**config.mk**
```make
export PLATFORM = sky130hd
export DESIGN_NAME = merger_2
export DESIGN_NICKNAME = d
export VERILOG_FILES = /design/src/rtl/merge_pkg.sv /design/src/rtl/rr_arbiter_2.sv /design/src/rtl/merger_2.sv
export SDC_FILE = /design/constraint.sdc
export NUM_CORES = 1
export LEC_CHECK = 0
export CORE_MARGIN = 10
export CORE_UTILIZATION = 27
export CTS_CLUSTER_DIAMETER = 80
export DETAILED_ROUTE_END_ITERATION = 10
export GPL_TIMING_DRIVEN = 1
export PLACE_DENSITY_LB_ADDON = 0.12
export SLEW_MARGIN = 20
export SYNTH_ARGS = -nofsm -noshare
export SYNTH_HDL_FRONTEND = slang
export SYNTH_SLANG_ARGS = --single-unit
```
**constraint.sdc**
```tcl
create_clock -name clk -period 1.7 [get_ports clk]
set_input_delay 0.34 -clock clk [delete_from_list [all_inputs] [get_ports clk]]
set_output_delay 0.34 -clock clk [all_outputs]
set_load 0.01 [all_outputs]
```
**src/rtl/merge_pkg.sv**
```systemverilog
// Shared definitions for the D/I request merger: FSM state encoding and
// grant direction codes (the same codes splitter_2 uses).
package merge_pkg;

  typedef enum logic [1:0] {
    IDLE   = 2'd0,
    ACCESS = 2'd1,
    DONE   = 2'd2
  } state_t;

  localparam logic DIRECT_TO_D = 1'b0;
  localparam logic DIRECT_TO_I = 1'b1;

endpackage

```
**src/rtl/rr_arbiter_2.sv**
```systemverilog
// Two-way round-robin arbiter between the D and I sides (combinational).
// A lone requester always wins; on a tie the side that did not win last time is picked.
module rr_arbiter_2
  import merge_pkg::*;
(
  input  logic d_req,
  input  logic i_req,
  input  logic last_grant,
  output logic grant_valid,
  output logic grant_sel
);

  always_comb begin
    grant_valid = d_req | i_req;
    grant_sel   = DIRECT_TO_D;
    if (d_req && i_req) begin
      grant_sel = ~last_grant;
    end else if (i_req) begin
      grant_sel = DIRECT_TO_I;
    end
  end

endmodule

```
**src/rtl/merger_2.sv**
```systemverilog
// Merges the D-side and I-side request paths onto one shared memory port,
// holding the winner for MEM_LAT strobe cycles and returning data/done to it.
module merger_2
  import merge_pkg::*;
#(
  parameter int bit_width  = 8,
  parameter int addr_width = 8,
  parameter int MEM_LAT    = 2
) (
  input  logic                  clk,
  input  logic                  rst_n,
  input  logic                  d_req,
  input  logic                  d_we,
  input  logic [addr_width-1:0] d_addr,
  input  logic [bit_width-1:0]  d_wdata,
  output logic [bit_width-1:0]  d_rdata,
  output logic                  d_done,
  input  logic                  i_req,
  input  logic [addr_width-1:0] i_addr,
  output logic [bit_width-1:0]  i_rdata,
  output logic                  i_done,
  output logic [addr_width-1:0] mem_addr,
  output logic [bit_width-1:0]  mem_wdata,
  output logic                  mem_ren_n,
  output logic                  mem_wen_n,
  input  logic [bit_width-1:0]  mem_rdata,
  output logic                  owner
);

  localparam int CNT_W = (MEM_LAT > 1) ? $clog2(MEM_LAT) : 1;

  state_t                  state_reg, state_next;
  logic [CNT_W-1:0]        cnt_reg, cnt_next;
  logic [addr_width-1:0]   addr_reg, addr_next;
  logic [bit_width-1:0]    wdata_reg, wdata_next;
  logic                    we_reg, we_next;
  logic                    owner_reg, owner_next;
  logic                    last_grant_reg, last_grant_next;
  logic [bit_width-1:0]    d_rdata_reg, d_rdata_next;
  logic [bit_width-1:0]    i_rdata_reg, i_rdata_next;
  logic                    grant_valid;
  logic                    grant_sel;

  rr_arbiter_2 u_arb (
    .d_req       (d_req),
    .i_req       (i_req),
    .last_grant  (last_grant_reg),
    .grant_valid (grant_valid),
    .grant_sel   (grant_sel)
  );

  always_ff @(posedge clk or negedge rst_n) begin
    if (!rst_n) begin
      state_reg      <= IDLE;
      cnt_reg        <= '0;
      addr_reg       <= '0;
      wdata_reg      <= '0;
      we_reg         <= 1'b0;
      owner_reg      <= DIRECT_TO_D;
      // Pretend I won last so that D takes the first tie after reset.
      last_grant_reg <= DIRECT_TO_I;
      d_rdata_reg    <= '0;
      i_rdata_reg    <= '0;
    end else begin
      state_reg      <= state_next;
      cnt_reg        <= cnt_next;
      addr_reg       <= addr_next;
      wdata_reg      <= wdata_next;
      we_reg         <= we_next;
      owner_reg      <= owner_next;
      last_grant_reg <= last_grant_next;
      d_rdata_reg    <= d_rdata_next;
      i_rdata_reg    <= i_rdata_next;
    end
  end

  always_comb begin
    state_next      = state_reg;
    cnt_next        = cnt_reg;
    addr_next       = addr_reg;
    wdata_next      = wdata_reg;
    we_next         = we_reg;
    owner_next      = owner_reg;
    last_grant_next = last_grant_reg;
    d_rdata_next    = d_rdata_reg;
    i_rdata_next    = i_rdata_reg;
    unique case (state_reg)
      IDLE: begin
        if (grant_valid) begin
          owner_next      = grant_sel;
          last_grant_next = grant_sel;
          cnt_next        = CNT_W'(MEM_LAT - 1);
          state_next      = ACCESS;
          if (grant_sel == DIRECT_TO_D) begin
            addr_next  = d_addr;
            wdata_next = d_wdata;
            we_next    = d_we;
          end else begin
            addr_next  = i_addr;
            wdata_next = '0;
            we_next    = 1'b0;
          end
        end
      end
      ACCESS: begin
        if (cnt_reg == '0) begin
          // Last strobe cycle: read data is sampled while ren_n is still low.
          if (!we_reg) begin
            if (owner_reg == DIRECT_TO_D) begin
              d_rdata_next = mem_rdata;
            end else begin
              i_rdata_next = mem_rdata;
            end
          end
          state_next = DONE;
        end else begin
          cnt_next = cnt_reg - 1'b1;
        end
      end
      DONE: begin
        state_next = IDLE;
      end
      default: begin
        state_next = IDLE;
      end
    endcase
  end

  assign mem_addr  = addr_reg;
  assign mem_wdata = wdata_reg;
  assign mem_ren_n = !((state_reg == ACCESS) && !we_reg);
  assign mem_wen_n = !((state_reg == ACCESS) && we_reg);
  assign d_done    = (state_reg == DONE) && (owner_reg == DIRECT_TO_D);
  assign i_done    = (state_reg == DONE) && (owner_reg == DIRECT_TO_I);
  assign d_rdata   = d_rdata_reg;
  assign i_rdata   = i_rdata_reg;
  assign owner     = owner_reg;

endmodule

```
==> results of run 1 <==
==> final timing paths <==
kind | start | end | slack, ns | depth (start not counted)
worst max-delay path | d_req | mem_addr[7] | 0.09 | 5
max in group asynchronous | rst_n | last_grant_reg | 1.24 | 2
min in group clk | i_rdata[0] | i_rdata[0] | 0.50 | 1
worst min-delay path | rst_n | mem_wdata[6] | 0.1 | 2
worst max register to register | state_reg[1] | mem_addr[7] | 0.11 | 5
worst min register to register | i_rdata[0] | i_rdata[0] | 0.50 | 1
==> metal layers <==
metal,vias to the layer above,wire (µm),GRT usage (%)
li1,549,-,-
met1,567,1670,10.47
met2,43,2131,15.92
met3,8,453,5.058
met4,0,67,4.054
met5,-,0,0
==> per-stage QoR <==
step           std cells  hold slack, ns  area (µm²)
6_report             263         0.09742        2566
5_1_grt              263          0.1260        2566
4_1_cts              262          0.1036        2549
3_5_place_dp         252          0.4217        2425
3_3_place_gp         252          0.4151        2425
2_1_floorplan        101         0.04441        1559
==> critical path, delay by kind of cell <==
kind            cells  cell delay [ns]
compound gates      1             0.48
buf+inv             2             0.60
mux                 1             0.26
simple gates        1             0.09
==> power breakdown <==
group          internal (mW)  total, mW  switching [mW]
combinational           1.43       2.33           0.901
sequential              1.36       1.62           0.257
clock                  0.439      0.735           0.296
total                   3.23       4.68            1.45
==> cell families (layout without fill, tap and decap cells) <==
group / Yosys count / after routing / share of synthesized area [%]
flops: 38 / 38 / 61.08
mux: 34 / 34 / 24.56
simple gates: 13 / 13 / 6.823
buf+inv: 3 / 93 / 0.8826
compound gates: 13 / 13 / 6.661
==> final cells by class <==
class / count / share of cell area [%]
clock buffers: 7 / 2.974
clock inverters: 1 / 1.170
inverters: 1 / 0.1463
multi-input cells: 60 / 23.79
flip-flops and latches: 38 / 37.10
well taps: 72 / 3.510
repair buffers: 84 / 31.30
==> Yosys cell counts, drive strengths merged, types with 2 or more instances <==
cell type	count	area share (%)
nor2	3	0.88
a22o	9	5.1
buf	2	0.64
nand2b	2	0.96
dfrtp	37	59
mux2	34	25
==> cells in the final DEF, fill, tap and decap left out, drive strengths merged <==
| cell | n |
|---|---|
| dlygate4sd2 | 2 |
| buf | 13 |
| a21oi | 1 |
| mux2 | 34 |
| dfrtp | 37 |
| and3b | 1 |
| inv | 1 |
| or2 | 1 |
| and2b | 1 |
| nor3b | 1 |
| nand2b | 2 |
| nand2 | 1 |
| bufinv | 1 |
| o21ai | 1 |
| clkdlybuf4s50 | 67 |
| nor4 | 1 |
| nor2 | 3 |
| nand3 | 1 |
| a22o | 9 |
| nor3 | 1 |
| o21bai | 1 |
| a21boi | 1 |
| clkbuf | 9 |
| dfstp | 1 |
==> timing repair <==
action | CTS | global route
pin swaps | 0 | 1
cloned | 0 | 0
resized for setup | 9 | 8
endpoints found under the setup margin | 5 | 18
setup buffers | 2 | 1
==> metrics, run 1 <==
status=completed; total power=4.679 mW; Slew HR=around 62%; synth unique cells=22; final setup fails=0; crit path launch type=input port; Num CTS Buffers=5; DRT antenna net count=0; Critical Path End Type=register; Peak VDD IR=between 700 and 800 µV; HPWL after DPL=3321 µm; Syn Nets=between 100 and 150; Vias=between 1000 and 1500; All-Layer GR Usage=under 10%; htree depth=2; Slew Limit Fails=0; register area=~950 µm²; Die Area=0.009213 mm²; max incr delay on CP=approximately 0.48 ns; cts hold-fix bufs=0; final hold viol count=0; CTS clk-pin slew, worst paths=0.07 ns; #FFs+latches synth=38; grt ovf=0; Power Density=1823 mW/mm²; antenna violations before repair=0; cell count after synthesis=101; NumNets Final=approximately 230; multi-input logic area=between 600 and 700 µm²; clock latency on the worst-skew pair=roughly 0.29 ns; Worst-Margin Slew=between 0.5 and 0.6 ns; Post-synth ARST share=100.0%; RSZ-0062 raised after global routing=false; Synth Cell Area=~0.0016 mm²; Post-Route WL=~4300 µm; IO Count=74; DRC violations left=0; CTS tree=done; FILL cells=~540; dominant synthesized flop cell=dfrtp_1; first-pass GRT wire length=between 6000 and 7000 µm; layout cell share with drive strength beyond 1=about a third; Avg Cell Area, Syn=between 15 and 20 µm²; setup TNS=0 ns; # rows=27; Final Util=between 40% and 50%; # Max-Cap Violations=0; routability cong.=~0.78; vias in the first global route=1350; diode count=0; DRT Pass-1 Iters=2; Wirelength per Cell=between 15 and 20 µm; Max stage delay cell, worst path=o21bai_1; type of the worst setup path=in -> reg; chip height=around 96 µm; Final min period=1.606 ns; number of I/O port buffers=73; final worst setup slack=slightly above 0.09 ns; crit-path cells=clkdlybuf4s50_1, o21bai_1, nor2_4, buf_12, mux2_2; static leakage=between 1 and 1.5 nW; Post-synth EDFFs=0; Min-Delay Path Class=in -> async; Yosys Warn Count=0; critical path arrival=roughly 1.8 ns; fmax=approximately 0.62 GHz; initial drt markers=24; clk sinks=38; critical-path maximum fanout=10; Die W=approximately 96 µm; clk buf depth=2; Required @ worst endpoint=~1.9 ns; clock root buffer=clkbuf_8; Layout Skew=between 0.006 and 0.007 ns; largest net degree at the start of global routing=39; Vias/cell=~4.4; Layout Area Growth over Synthesis=64.61%; Final Cycle Share=between 90% and 100%; sequential share of the synthesized area=around three fifths; core area=0.005540 mm²; initial core utilization=approximately 28%; Place WS=-0.2754 ns
(Power assumes the default switching activity.)
==> inputs of run 2 (changes only) <==
==> constraint.sdc (replaced) <==
create_clock -name clk -period 1.7 [get_ports clk]
set_input_delay 0.34 -clock clk [delete_from_list [all_inputs] [get_ports clk]]
set_output_delay 0.34 -clock clk [all_outputs]
set_load 0.1 [all_outputs]
==> run 2 against run 1 <==
Against the previous run:
- die area did not move
- final cell count fell by 0.76%
- clock skew rose by 0.0018 ns
- critical path type unchanged
==> metrics, run 2 (same netlist as run 1, synthesis figures left out) <==
final hold viol count=0 (unchanged); Layout Area Growth over Synthesis=88.44%; IO Count=74 (unchanged); critical path arrival=1.81 ns (+0.04 ns); DRC violations left=0 (unchanged); DRT antenna net count=0 (unchanged); Wirelength per Cell=17.11 µm (+4.1%); chip height=95.99 µm (unchanged); DRT Pass-1 Iters=2 (unchanged); Worst R2R Path Depth=3 (-2); initial drt markers=15 (-38%); Final min period=1.645 ns (+0.03885 ns); Layout Skew=0.008129 ns (+0.001829 ns); final setup fails=0 (unchanged); CTS clk-pin slew, worst paths=0.07 ns (about the same); Inst Count DP=250 (-0.79%); All-Layer GR Usage=9.886% (+0.11 points); critical-path maximum fanout=4 (-6); highest-count cells in the layout ignoring fill and taps=38 x buf_12, 35 x dfrtp_1, 35 x clkdlybuf4s50_1; status=completed; RSZ-0062 raised after global routing=false; clock latency on the worst-skew pair=0.28 ns (about the same); FF-to-FF Start=state_reg[1]; diode count=0 (unchanged); initial core utilization=28.14% (unchanged); NumNets Final=225 (-0.88%); flop2flop setup slack=0.18 ns (+0.07 ns); Worst-Margin Slew=0.6057 ns (+0.03595 ns); Slew HR=59.40% (-2.5 points); Die W=95.99 µm (unchanged); Reg-to-Reg End=mem_wdata[6]; # rows=27 (unchanged); htree depth=2 (unchanged); Required @ worst endpoint=1.86 ns (about the same); number of I/O port buffers=73 (unchanged); # Max-Cap Violations=0 (unchanged); core area=0.005540 mm² (unchanged); fmax=0.6078 GHz (-2.4%); Slew Limit Fails=0 (unchanged); clock root buffer=clkbuf_8; grt ovf=0 (unchanged); clk buf depth=2 (unchanged); Post-Route WL=4466 µm (+3.3%); Final Cycle Share=96.78% (+2.3 points); Critical Path End Type=register; CTS tree=done; cts hold-fix bufs=0 (unchanged); clk sinks=38 (unchanged); Vias=1159 (-0.69%); Min-Delay Path Class=in -> async; antenna violations before repair=0 (unchanged); Finished Layout Cells=261 (-0.76%); Num CTS Buffers=5 (unchanged); first-pass GRT wire length=6948 µm (unchanged); layout cell share with drive strength beyond 1=53.44% (+19 points); largest net degree at the start of global routing=24 (-38%); Die Area=0.009213 mm² (unchanged); HPWL after DPL=3617 µm (+8.9%); Vias/cell=4.441 (about the same); type of the worst setup path=in -> reg; vias in the first global route=1332 (-1.3%); routability cong.=0.7268 (-6.5%); commonest non-fill, non-tap cell in the layout=buf_12; crit path launch type=input port; FILL cells=481 (-10%)
run 2: cell count changes in the layout (fill, tap and decap cells not counted), moves of 2 or more:
cell and change:
buf_12 +37, buf_4 -3, clkbuf_2 -2, clkdlybuf4s50_1 -32, dfrtp_1 -2, dlygate4sd2_1 -2
run 2: how the worst max path moves through the flow:
stage,startpoint,to,slack [ns],depth (start not counted)
after floorplan,owner,d_done,-0.17,1
after global placement,i_req,owner,-0.24,4
after detailed placement,i_req,mem_addr[0],-0.30,5
after CTS,i_req,mem_addr[0],0.0004,5
after global routing,i_req,mem_addr[2],0.003,5
final,i_req,mem_addr[4],0.05,5
run 2: metal layers:
metal	track usage (%)	routed length [µm]
met3	6.537	556
met4	3.317	56
met5	0	0
met2	16.59	2299
met1	9.639	1553
run 2: cell type report:
cell class | instances | area [µm²] | area share (%)
multi-input cells | 60 | 623.1 | 21.21
repair buffers | 82 | 1174 | 39.95
flip-flops and latches | 38 | 957.2 | 32.58
well taps | 72 | 90.09 | 3.066
inverters | 1 | 3.754 | 0.1278
clock buffers | 8 | 90.09 | 3.066
run 2: what timing repair did:
item / 4_1_cts / 5_1_grt
pin swaps: 0 / 0
setup buffers: 0 / 2
gates resized for setup: 1 / 4
cloned: 0 / 1
endpoints found under the setup margin: 1 / 10
run 2: worst max-delay path: stages:
cell and delay, ns:
clkdlybuf4s50_1 0.49, a21boi_4 0.20, buf_2 0.18, mux2_2 0.33, mux2_2 0.26
run 2: per-stage QoR:
step | setup TNS (ns) | worst slack, ns | instance area (µm²) | util [%] | hold slack (ns)
6_report | 0 | 0.05470 | 2938 | 53.03 | 0.02735
5_1_grt | 0 | 0.002616 | 2938 | 53.03 | 0.05109
4_1_cts | 0 | 0.0003635 | 2889 | 52.15 | 0.03811
3_5_place_dp | -3.522 | -0.3007 | 2798 | 50.50 | 0.3546
3_3_place_gp | -2.846 | -0.2401 | 2798 | 50.50 | 0.3395
2_1_floorplan | -0.1672 | -0.1672 | 1577 | - | 0.04441
Power of run 2 is not shown: default switching activity piles up to over one toggle a cycle in this logic, so the estimate is an artifact.
